`src/rtl/motor_bridge_driver_pkg.sv`:
```
// motor_bridge_driver_pkg: shared direction codes, channel states and helpers
// for the H-bridge driver and its per-channel controller.
package motor_bridge_driver_pkg;
   localparam logic [1:0] DIR_FWD  = 2'b10;
   localparam logic [1:0] DIR_REV  = 2'b01;
   localparam logic [1:0] DIR_STOP = 2'b00;
   localparam int LEFT  = 1;
   localparam int RIGHT = 0;
   typedef enum logic [1:0] {ST_STOP, ST_RUN, ST_DEAD} state_t;
   function automatic logic is_valid(input logic en, input logic [1:0] dir);
      return en && (dir == DIR_FWD || dir == DIR_REV);
   endfunction
endpackage

```
`src/rtl/motor_bridge_driver_channel.sv`:
```
// motor_bridge_driver_channel: one H-bridge channel -- STOP/RUN/DEAD FSM,
// dead-time counter, soft-start ramp and registered bridge outputs.
module motor_bridge_driver_channel
   import motor_bridge_driver_pkg::*;
#(
   parameter int PWM_BITS    = 8,
   parameter int DEAD_CYCLES = 1000,
   parameter int RAMP_DIV    = 1000,
   parameter int RAMP_STEP   = 4
) (
   input  logic                clk,
   input  logic                rst_n,
   input  logic [1:0]          i_dir,
   input  logic                i_en,
   input  logic [PWM_BITS-1:0] i_target,
   input  logic [PWM_BITS-1:0] i_cnt,
   output logic [1:0]          o_hb_in,
   output logic                o_hb_en,
   output logic                o_dead_busy
);
   localparam int DW = $clog2(DEAD_CYCLES + 1);
   localparam int RW = $clog2(RAMP_DIV + 1);
   state_t              r_state, w_state;
   logic [1:0]          r_dir, w_dir;
   logic [PWM_BITS-1:0] r_level, w_level;
   logic [DW-1:0]       r_dead, w_dead;
   logic [RW-1:0]       r_pre, w_pre;
   logic                w_valid, w_tick;
   logic [PWM_BITS:0]   w_sum;
   assign w_valid = is_valid(i_en, i_dir);
   assign w_tick  = r_pre == RW'(RAMP_DIV - 1);
   // one extra bit so the ramp add saturates instead of wrapping
   assign w_sum   = {1'b0, r_level} + (PWM_BITS+1)'(RAMP_STEP);
   always_comb begin
      w_state = r_state;
      w_dir   = r_dir;
      w_level = r_level;
      w_dead  = r_dead;
      w_pre   = r_pre;
      case (r_state)
         ST_STOP: if (w_valid) begin
            w_state = ST_RUN;
            w_dir   = i_dir;
            w_level = '0;
            w_pre   = '0;
         end
         ST_RUN: if (!(i_en && i_dir == r_dir)) begin
            w_state = ST_DEAD;
            w_dead  = DW'(DEAD_CYCLES);
            w_level = '0;
         end else begin
            w_pre = w_tick ? '0 : r_pre + RW'(1);
            if (i_target < r_level)
               w_level = i_target;
            else if (w_tick)
               w_level = (w_sum > {1'b0, i_target}) ? i_target : w_sum[PWM_BITS-1:0];
         end
         ST_DEAD: if (r_dead == DW'(1)) begin
            w_dead  = '0;
            w_state = w_valid ? ST_RUN : ST_STOP;
            w_dir   = w_valid ? i_dir : r_dir;
            w_level = '0;
            w_pre   = '0;
         end else begin
            w_dead = r_dead - DW'(1);
         end
         default: w_state = ST_STOP;
      endcase
   end
   // outputs are registered from the next state so they line up with it
   always_ff @(posedge clk) begin
      if (!rst_n) begin
         r_state     <= ST_STOP;
         r_dir       <= DIR_STOP;
         r_level     <= '0;
         r_dead      <= '0;
         r_pre       <= '0;
         o_hb_in     <= DIR_STOP;
         o_hb_en     <= 1'b0;
         o_dead_busy <= 1'b0;
      end else begin
         r_state     <= w_state;
         r_dir       <= w_dir;
         r_level     <= w_level;
         r_dead      <= w_dead;
         r_pre       <= w_pre;
         o_hb_in     <= (w_state == ST_RUN) ? w_dir : DIR_STOP;
         o_hb_en     <= (w_state == ST_RUN) && (i_cnt < w_level);
         o_dead_busy <= w_state == ST_DEAD;
      end
   end
endmodule

```
`src/rtl/motor_bridge_driver.sv`:
```
// motor_bridge_driver: registers the motor decision inputs, runs the shared
// PWM counter and drives two independent dead-time-protected bridge channels.
module motor_bridge_driver
   import motor_bridge_driver_pkg::*;
#(
   parameter int PWM_BITS    = 8,
   parameter int DEAD_CYCLES = 1000,
   parameter int RAMP_DIV    = 1000,
   parameter int RAMP_STEP   = 4
) (
   input  logic                  clk,
   input  logic                  rst_n,
   input  logic [3:0]            motorIn,
   input  logic [1:0]            motorEn,
   input  logic [2*PWM_BITS-1:0] duty,
   output logic [3:0]            hbIn,
   output logic [1:0]            hbEn,
   output logic [1:0]            deadBusy
);
   localparam logic [PWM_BITS-1:0] CNT_MAX = PWM_BITS'(2**PWM_BITS - 2);
   logic [3:0]            r_in;
   logic [1:0]            r_en;
   logic [2*PWM_BITS-1:0] r_duty;
   logic [PWM_BITS-1:0]   r_cnt;
   // period is 2^PWM_BITS-1 so a full-scale level reads as constant high
   always_ff @(posedge clk) begin
      if (!rst_n) begin
         r_in   <= '0;
         r_en   <= '0;
         r_duty <= '0;
         r_cnt  <= '0;
      end else begin
         r_in   <= motorIn;
         r_en   <= motorEn;
         r_duty <= duty;
         r_cnt  <= (r_cnt == CNT_MAX) ? '0 : r_cnt + PWM_BITS'(1);
      end
   end
   motor_bridge_driver_channel #(
      .PWM_BITS(PWM_BITS), .DEAD_CYCLES(DEAD_CYCLES), .RAMP_DIV(RAMP_DIV), .RAMP_STEP(RAMP_STEP)
   ) u_right (
      .clk(clk), .rst_n(rst_n),
      .i_dir(r_in[2*RIGHT +: 2]), .i_en(r_en[RIGHT]),
      .i_target(r_duty[PWM_BITS*RIGHT +: PWM_BITS]), .i_cnt(r_cnt),
      .o_hb_in(hbIn[2*RIGHT +: 2]), .o_hb_en(hbEn[RIGHT]), .o_dead_busy(deadBusy[RIGHT])
   );
   motor_bridge_driver_channel #(
      .PWM_BITS(PWM_BITS), .DEAD_CYCLES(DEAD_CYCLES), .RAMP_DIV(RAMP_DIV), .RAMP_STEP(RAMP_STEP)
   ) u_left (
      .clk(clk), .rst_n(rst_n),
      .i_dir(r_in[2*LEFT +: 2]), .i_en(r_en[LEFT]),
      .i_target(r_duty[PWM_BITS*LEFT +: PWM_BITS]), .i_cnt(r_cnt),
      .o_hb_in(hbIn[2*LEFT +: 2]), .o_hb_en(hbEn[LEFT]), .o_dead_busy(deadBusy[LEFT])
   );
endmodule

```
`config.mk`:
```
export PLATFORM = sky130hd
export DESIGN_NAME = motor_bridge_driver
export DESIGN_NICKNAME = d
export VERILOG_FILES = /design/src/rtl/motor_bridge_driver_pkg.sv /design/src/rtl/motor_bridge_driver_channel.sv /design/src/rtl/motor_bridge_driver.sv
export SDC_FILE = /design/constraint.sdc
export NUM_CORES = 1
export LEC_CHECK = 0
export ABC_AREA = 0
export BUFFER_PORTS_ARGS = -buffer_cell sky130_fd_sc_hd__buf_2
export CELL_PAD_IN_SITES_DETAIL_PLACEMENT = 2
export CELL_PAD_IN_SITES_GLOBAL_PLACEMENT = 2
export CORE_MARGIN = 5
export CORE_UTILIZATION = 30
export DETAILED_ROUTE_END_ITERATION = 7
export PLACE_DENSITY_LB_ADDON = 0.1
export SYNTH_ARGS = -nofsm -noshare
export SYNTH_HDL_FRONTEND = slang
export SYNTH_SLANG_ARGS = --single-unit
```
`constraint.sdc`:
```
create_clock -name clk -period 4.17 [get_ports clk]
set_input_delay 0.417 -clock clk [delete_from_list [all_inputs] [get_ports clk]]
set_output_delay 0.417 -clock clk [all_outputs]
set_load 0.01 [all_outputs]
```
==> impl_metrics.json, run 1 <==
{
  "worstMarginPinSlew_ns": 0.812,
  "fin_skew_ns": 0.0115,
  "setup_tns_ns": 0,
  "post_synth.cell_area_avg_um2": 8.38,
  "combPwrFrac_pct": 12.5,
  "io_pins": 32,
  "final_cells": 1020,
  "n_fill_cell": 2272,
  "dr.pass1.iters": 4,
  "status": "finished, final reports clean",
  "cts_max_level": 3,
  "worst_setup_path_end_kind": "register",
  "layout_commonest_cell": "dfxtp_1",
  "start_kind": "register",
  "cp.required_ns": 4.44,
  "routed-via-count": 5370,
  "area_delta_synth_final_pct": 12.9,
  "timing.slew.headroom_pct": 45.9,
  "dp_slack_ns": 0.0631,
  "syn_nets": 799,
  "core_mm2": 0.0196,
  "finalCriticalPeriod_ns": 3.97,
  "yosys_warnings": 0,
  "ir_drop_mv": 0.178,
  "min_from": "duty[5]",
  "final-hold-violation-count": 0,
  "n_antenna_cell": 0,
  "worst_ep_arrival_time_ns": 4.23,
  "slew_violations": 0,
  "leakage_nw": 2.77,
  "rr_worst_depth": 17,
  "reg2reg_slack_ns": 0.20,
  "ant_nets": 0,
  "netlist_area_mm2": 0.00603,
  "pwr-share-seq_pct": 47.2,
  "die_x_um": 152,
  "whs_path_depth": 2,
  "r2r_end": "u_left.o_hb_en",
  "hp-class": "in2reg",
  "rows": 51,
  "power_density_mw_per_mm2": 325,
  "cts_tree": "yes",
  "grt_pass1_vias": 5873,
  "die_h_um": 152,
  "synth_enable_flop_cells": 0,
  "cts_made_buffers": 9,
  "final_util_pct": 34.7,
  "cts-root-buf": "clkbuf_16",
  "hold_end": "r_duty[5]",
  "clock_sinks": 102,
  "fmax_ghz": 0.252,
  "num-nets-final": 830,
  "setup_slack_ns": 0.203,
  "final_cell_mix": "dfxtp_1 (98), nor2_1 (90), ha_1 (56)",
  "drv_cap": 0,
  "switching_power_mw": 0.608,
  "switching_share_pct": 27.5,
  "finalSetupViolations": 0,
  "worstPathMaxFanout": 7,
  "ys_types": 75,
  "grt_pass1_wl_um": 30400,
  "yosys_most_used_dff": "dfxtp_1",
  "ys_seq_elements": 102,
  "initial_utilization_pct": 30.8,
  "synth-async-reset-ratio_pct": 0,
  "r2r-start": "u_left.r_level[2]",
  "wirelength_um": 18300,
  "overflow": 0,
  "hold_buffers": 0,
  "antenna_found_initial": 0,
  "gp_routability_congestion": 0.819,
  "crit_type": "reg2reg",
  "cts_buffer_depth": 2,
  "die_area_mm2": 0.0230,
  "dp_hpwl_um": 14100,
  "period_share_pct": 95.1,
  "viasPerCell": 5.26,
  "clk_pin_slew_ns": 0.08,
  "wire_per_inst_um": 17.9,
  "p_clk_share_pct": 40.3,
  "drive_above_1_share_pct": 10.7,
  "syn_inst": 719,
  "grt.total_usage_pct": 16.4,
  "drc": 0,
  "first_iter_violations": 130,
  "port_buffers": 31,
  "grt_max_degree": 38,
  "seq_area_frac_synth_pct": 33.9,
  "insertion_delay_ns": 0.36,
  "p_int_mw": 1.60,
  "dpl.cell_count": 1001
}
-- routing by layer --
metal / GRT usage (%) / wire, um
met1: 20.3 / 8360
met5: 0 / 0
met4: 3.14 / 183
met3: 2.56 / 375
met2: 30.2 / 9370
-- cells in the mapped netlist (all sizes together), types with 3 or more instances --
cell / count / area [um2]
dfxtp: 102 / 2040
nor2: 90 / 338
ha: 56 / 701
nand2: 48 / 180
a21oi: 45 / 229
inv: 45 / 169
nand3: 28 / 140
o21ai: 28 / 148
and2: 26 / 163
xor2: 23 / 201
a31oi: 20 / 131
nand4: 14 / 87.6
xnor2: 14 / 123
clkbuf: 13 / 48.8
a21o: 12 / 90.1
and3: 11 / 68.8
nand2b: 10 / 65.1
nor3: 9 / 45.0
or3: 9 / 58.8
buf: 8 / 62.6
nor4: 8 / 65.1
o21a: 8 / 60.1
a211oi: 6 / 45.0
nor2b: 6 / 45.0
and4: 5 / 43.8
mux2i: 5 / 50.1
o211a: 5 / 50.1
nand3b: 4 / 30.0
o211ai: 4 / 30.0
o221ai: 4 / 35.0
or4: 4 / 33.8
a211o: 3 / 26.3
a22o: 3 / 26.3
o22ai: 3 / 18.8
o32ai: 3 / 33.8
-- area by class of cell --
cell class              instances  area, um2  area share [%]
multi-input cells             550       3720            54.6
flip-flops and latches        102       2050            30.1
well taps                     265        332            4.87
clock buffers                  10        239            3.51
repair buffers                 41        230            3.38
inverters                      46        173            2.54
clock inverters                 6       66.3           0.974
-- worst max path at each step --
stage / from / to / depth (start not counted)
2_1_floorplan: u_right.r_level[4] / u_right.o_hb_en / 16
3_3_place_gp: u_left.r_level[2] / u_left.o_hb_en / 16
3_5_place_dp: u_left.r_level[2] / u_left.o_hb_en / 17
4_1_cts: u_left.r_level[2] / u_left.o_hb_en / 17
5_1_grt: u_left.r_level[3] / u_left.o_hb_en / 16
6_report: u_left.r_level[2] / u_left.o_hb_en / 17
-- power groups by stage --
stage / combinational [mW] / clock (mW) / sequential [mW]
final: 0.276 / 0.891 / 1.04
after detailed placement: 0.272 / 0 / 1.07
after floorplan: 0.194 / 0 / 1.05
after global placement: 0.262 / 0 / 1.06
after global routing: 0.312 / 0.960 / 1.05
after CTS: 0.275 / 0.935 / 1.04
-- critical path, cell delays in order, from the launching register on --
cell       delay (ns)
dfxtp_2          0.36
ha_1             0.24
and3_1           0.22
xnor2_1          0.14
ha_1             0.30
nand4_1          0.15
o22ai_2          0.17
a21oi_1          0.08
or3_1            0.45
a21oi_4          0.26
o2111ai_1        0.16
and3_1           0.23
ha_1             0.29
a21o_1           0.16
a21o_1           0.17
a21oi_1          0.15
o21ai_0          0.11
a311oi_1         0.23
-- repair_timing --
item,CTS,global route
buffers inserted,0,3
setup endpoints to repair,0,2
endpoints found under the hold margin,0,0
resized for setup,0,7
-- logic make-up (layout without fill, tap and decap cells) --
family          after synthesis  count (layout)  share of synthesized area [%]
mux                           6               6                           1.02
compound gates              166             166                           18.8
flops                       102             102                           33.9
simple gates                285             285                           24.6
fa+ha+maj                    56              56                           11.6
xor+xnor                     37              37                           5.38
buf+inv                      67             103                           4.71
-- per-stage QoR --
step                      total power, mW  area, um2  hold slack, ns
after floorplan                      1.25       6030           0.458
after global placement               1.33       6450           0.477
after detailed placement             1.34       6450           0.487
after CTS                            2.25       6760           0.245
after global routing                 2.32       6810           0.259
final                                2.21       6810           0.261
-- state kept, by name, indices dropped and copies added, names as in the netlist --
name                 count
r_duty                  16
u_left.r_dead           10
u_left.r_pre            10
u_right.r_dead          10
u_right.r_pre           10
r_cnt                    8
u_left.r_level           8
u_right.r_level          8
r_in                     4
r_en                     2
u_left.o_hb_in           2
u_left.r_dir             2
u_left.r_state           2
u_right.o_hb_in          2
u_right.r_dir            2
u_right.r_state          2
u_left.o_dead_busy       1
u_left.o_hb_en           1
u_right.o_dead_busy      1
u_right.o_hb_en          1
Power figures use the tool's default switching activity.
==> run 2, diff against run 1 <==
- CORE_UTILIZATION: 30 -> 25
==> impl_metrics.json, run 2 (synthesis gave the netlist of run 1 again) <==
{
  "port_buffers": 31,
  "dp_hpwl_um": 14600,
  "holdWs_ns": 0.267,
  "die_x_um": 165,
  "p_int_mw": 1.56,
  "layout_commonest_cell": "dfxtp_1",
  "grt_max_degree": 37,
  "routed-via-count": 5366,
  "insertion_delay_ns": 0.35,
  "r2r-start": "u_left.r_level[2]",
  "final_cell_mix": "dfxtp_1 (98), nor2_1 (90), ha_1 (56)",
  "timing.slew.headroom_pct": 47.7,
  "hp-class": "in2reg",
  "p_clk_share_pct": 38.7,
  "wire_per_inst_um": 17.6,
  "status": "finished, final reports clean",
  "grt_pass1_vias": 5969,
  "worstPathMaxFanout": 6,
  "switching_power_mw": 0.602,
  "setup_tns_ns": 0,
  "dp_slack_ns": 0.0451,
  "cts-root-buf": "clkbuf_16",
  "worstMarginPinSlew_ns": 0.785,
  "whs_path_depth": 2,
  "leakage_nw": 2.77,
  "ant_nets": 0,
  "wirelength_um": 19000,
  "die_area_mm2": 0.0273,
  "min_from": "duty[0]",
  "antenna_found_initial": 0,
  "area_delta_synth_final_pct": 14.1,
  "hold_end": "r_duty[0]",
  "gp_routability_congestion": 0.834,
  "overflow": 0,
  "period_share_pct": 94.3,
  "cts_max_level": 3,
  "first_iter_violations": 185,
  "hold_buffers": 0,
  "num-nets-final": 834,
  "place_area_mm2": 0.00657,
  "fmax_ghz": 0.254,
  "switching_share_pct": 27.8,
  "clock_sinks": 102,
  "dr.pass1.iters": 4,
  "cts_buffer_depth": 2,
  "largest-register": "r_duty",
  "rr_worst_depth": 17,
  "viasPerCell": 4.98,
  "rsz0062_at_grt": "no",
  "drive_above_1_share_pct": 10.8,
  "grt.total_usage_pct": 14.4,
  "die_h_um": 165,
  "drv_cap": 0,
  "fin_skew_ns": 0.00616,
  "r2r_end": "u_left.o_hb_en",
  "drc": 0,
  "combPwrFrac_pct": 13.1,
  "rows": 56,
  "core_mm2": 0.0236,
  "setup_slack_ns": 0.239,
  "start_kind": "register",
  "final_area_mm2": 0.00688,
  "initial_utilization_pct": 25.5,
  "power_density_mw_per_mm2": 315,
  "reg2reg_slack_ns": 0.24,
  "ir_drop_mv": 0.157,
  "n_antenna_cell": 0,
  "cts_made_buffers": 9,
  "final-hold-violation-count": 0,
  "pwr-share-seq_pct": 48.2,
  "worst_ep_arrival_time_ns": 4.18,
  "clk_pin_slew_ns": 0.07,
  "grt_pass1_wl_um": 31500,
  "finalSetupViolations": 0,
  "cp.required_ns": 4.42,
  "crit_type": "reg2reg",
  "io_pins": 32,
  "worst_setup_path_end_kind": "register",
  "slew_violations": 0,
  "largest_register_ffs": 16,
  "cts_tree": "yes",
  "finalCriticalPeriod_ns": 3.93
}
-- run 2: cell types whose count changed in the layout (fill, tap and decap cells not counted), sizes merged --
cell,delta
bufinv,-1
clkinv,-2
inv,-2
clkbuf,+4
clkinvlp,+1
buf,+4
-- run 2: final cells by class --
| class | count | area (um2) |
|---|---|---|
| Clock buffer | 14 | 264 |
| Fill cell | 2751 | 16700 |
| Timing Repair Buffer | 45 | 260 |
| Tap cell | 319 | 399 |
| Inverter | 46 | 173 |
| Multi-Input combinational cell | 550 | 3720 |
| Sequential cell | 102 | 2050 |
| Clock inverter | 2 | 16.3 |
-- run 2: worst max path at each step --
stage / from / end / slack (ns) / depth (start not counted)
finish: u_left.r_level[2] / u_left.o_hb_en / 0.24 / 17
global route: u_right.r_level[4] / u_right.o_hb_en / 0.01 / 14
CTS: u_left.r_level[2] / u_left.o_hb_en / 0.02 / 17
detailed placement: u_left.r_level[2] / u_left.o_hb_en / 0.05 / 17
global placement: u_left.r_level[2] / u_left.o_hb_en / 0.33 / 16
floorplan: u_right.r_level[4] / u_right.o_hb_en / 0.52 / 16
-- run 2: power groups by stage --
stage	clock, mW	combinational (mW)	sequential [mW]
after floorplan	0	0.194	1.05
after global routing	0.904	0.319	1.05
after detailed placement	0	0.284	1.07
final	0.836	0.283	1.04
after global placement	0	0.275	1.06
after CTS	0.878	0.287	1.04
-- run 2: critical path: stages (launching register included) --
cell and delay [ns]:
dfxtp_2 0.36, ha_1 0.22, and3_1 0.22, xnor2_1 0.14, ha_1 0.31, nand4_1 0.13, o22ai_1 0.16, a21oi_1 0.07
or3_1 0.44, a21oi_4 0.25, a21oi_1 0.15, o22a_1 0.24, ha_1 0.30, a21o_1 0.18, a21o_1 0.17, a21oi_1 0.14
o21ai_0 0.10, a311oi_1 0.24
-- run 2: through the flow --
step                      util (%)  total power, mW  instances
after floorplan                  -             1.25        719
after global placement        27.8             1.34       1061
after detailed placement      27.8             1.35       1061
after CTS                     29.0             2.21       1077
after global routing          29.1             2.27       1078
final                         29.1             2.16       1078
-- run 2: per-layer routing --
layer / part of all wire (%) / wire length (um) / track usage (%) / vias to the layer above
met5: 0 / 0 / 0 / -
met4: 0.87 / 165 / 2.57 / 0
met3: 2.1 / 390 / 2.48 / 10
met2: 50 / 9550 / 26.4 / 38
met1: 47 / 8910 / 17.7 / 2678
li1: - / - / - / 2640
-- run 2: what timing repair did --
| item | 4_1_cts | 5_1_grt |
|---|---|---|
| setup buffers | 0 | 1 |
| endpoints found under the setup margin | 0 | 1 |
| resized for setup | 0 | 7 |
==> run 3, diff against run 2 <==
- clock period: 4.17 -> 4.85 ns (I/O delays scaled with it)
==> impl_metrics.json, run 3 (synthesis gave the netlist of run 1 again) <==
{
  "status": "finished, final reports clean",
  "wl_met2_um": 9500,
  "wire_per_inst_um": 17.7,
  "routed.top_layer": "met4",
  "holdWs_ns": 0.330,
  "ir_drop_mv": 0.145,
  "path_cells": "nand3_1 -> nor3_1 -> xnor2_1 -> ha_1 -> nand4_1 -> o22ai_1 -> a21oi_1 -> or3_1 -> a21oi_2 -> o221ai_1 -> and3_1 -> ha_1 -> a21o_1 -> a21o_1 -> a21oi_1 -> o21ai_0 -> a311oi_1",
  "worstPathMaxFanout": 13,
  "fmax_ghz": 0.233,
  "cpLargestDelayFamily": "compound AO/OA/AOI/OAI gates",
  "rows": 56,
  "ant_nets": 0,
  "cp_slowest_stage_delay_ns": 0.50,
  "die_x_um": 165,
  "power_density_mw_per_mm2": 283,
  "hold_buffers": 0,
  "slowest_stage": "a21oi_2",
  "cts_tree": "yes",
  "gp_routability_congestion": 0.800,
  "drv_cap": 0,
  "die_h_um": 165,
  "n_fill_cell": 2741,
  "largest-register": "r_duty",
  "dp_slack_ns": 0.529,
  "final_cell_mix": "dfxtp_1 (102), nor2_1 (90), ha_1 (56)",
  "antenna_found_initial": 0,
  "grt_max_degree": 37,
  "worstMarginPinSlew_ns": 0.830,
  "rr_worst_depth": 17,
  "cp.required_ns": 5.12,
  "dp_hpwl_um": 14500,
  "fin_skew_ns": 0.0129,
  "setup_tns_ns": 0,
  "num-nets-final": 825,
  "cts_resized": 0,
  "seq_area_mm2": 0.00204,
  "clk_pin_slew_ns": 0.08,
  "met3WireLength_um": 397,
  "cts_buffer_depth": 2,
  "timing.slew.headroom_pct": 44.4,
  "r2r-start": "u_left.r_level[4]",
  "cts_made_buffers": 9,
  "worst_ep_arrival_time_ns": 4.57,
  "grt_pass1_vias": 6021,
  "post_cts_buffers": 0,
  "first_iter_violations": 179,
  "whs_path_depth": 2,
  "area_delta_synth_final_pct": 13.2,
  "finalCriticalPeriod_ns": 4.30,
  "hp-class": "in2reg",
  "setup_slack_ns": 0.555,
  "crit_type": "reg2reg",
  "period_share_pct": 88.6,
  "dpl.cell_count": 1053,
  "cts-root-buf": "clkbuf_16",
  "largest_register_ffs": 16,
  "leakage_nw": 2.73,
  "reg2reg_slack_ns": 0.55,
  "met1Wirelength_um": 8680,
  "rsz0062_at_grt": "no",
  "finalSetupViolations": 0,
  "multiInputGateArea_mm2": 0.00370,
  "grt.total_usage_pct": 14.3,
  "viasPerCell": 4.98,
  "dr.pass1.iters": 4,
  "worst_setup_path_end_kind": "register",
  "start_kind": "register",
  "port_buffers": 31,
  "layout_commonest_cell": "dfxtp_1",
  "cts_max_level": 3,
  "wirelength_um": 18900,
  "drc": 0,
  "grt_pass1_wl_um": 31200,
  "hold_end": "r_duty[14]",
  "slew_violations": 0,
  "n_antenna_cell": 0,
  "final_cells": 1068,
  "drive_above_1_share_pct": 9.08,
  "core_mm2": 0.0236,
  "overflow": 0,
  "clock_sinks": 102,
  "r2r_end": "u_left.o_hb_en",
  "io_pins": 32,
  "insertion_delay_ns": 0.36,
  "die_area_mm2": 0.0273,
  "routed-via-count": 5323,
  "crit_buf_inv": 0,
  "final-hold-violation-count": 0,
  "min_from": "duty[14]",
  "initial_utilization_pct": 25.5
}
## run 3: how the worst max path moves through the flow
stage	startpoint	to	slack, ns	cells past startpoint
after global placement	u_left.r_level[2]	u_left.o_hb_en	0.77	16
after detailed placement	u_left.r_level[4]	u_left.o_hb_en	0.53	17
after floorplan	u_right.r_level[4]	u_right.o_hb_en	1.20	16
after CTS	u_left.r_level[4]	u_left.o_hb_en	0.51	17
after global routing	u_left.r_level[4]	u_left.o_hb_en	0.22	17
final	u_left.r_level[4]	u_left.o_hb_en	0.55	17
## run 3: routing by layer
| metal | GRT usage, % | vias up |
|---|---|---|
| li1 | - | 2613 |
| met3 | 2.18 | 18 |
| met1 | 17.5 | 2638 |
| met5 | 0 | - |
| met4 | 3.97 | 0 |
| met2 | 25.9 | 54 |
## run 3: where the power goes
part | internal (mW) | switching (mW)
sequential | 0.864 | 0.0330
combinational | 0.0915 | 0.141
clock | 0.453 | 0.351
total | 1.41 | 0.525
## run 3: worst reg2reg max path, cell delays in order, from the launching register on
cell and delay (ns):
dfxtp_1 0.46, nand3_1 0.19, nor3_1 0.27, xnor2_1 0.14, ha_1 0.35, nand4_1 0.13
o22ai_1 0.13, a21oi_1 0.08, or3_1 0.43, a21oi_2 0.50, o221ai_1 0.22, and3_1 0.22
ha_1 0.30, a21o_1 0.16, a21o_1 0.17, a21oi_1 0.14, o21ai_0 0.10, a311oi_1 0.23
## run 3: cell type report
class	count	area share, %
clock buffers	10	3.36
clock inverters	5	1.25
inverters	46	2.53
multi-input cells	550	54.2
flip-flops and latches	102	29.9
well taps	319	5.85
repair buffers	36	2.83
## run 3: metrics by stage
step                utilization, %  area (um2)  power, mW
global route                  28.9        6820       2.03
CTS                           28.9        6820       1.97
floorplan                        -        6030       1.07
global placement              27.6        6510       1.14
finish                        28.9        6820       1.93
detailed placement            27.6        6510       1.15
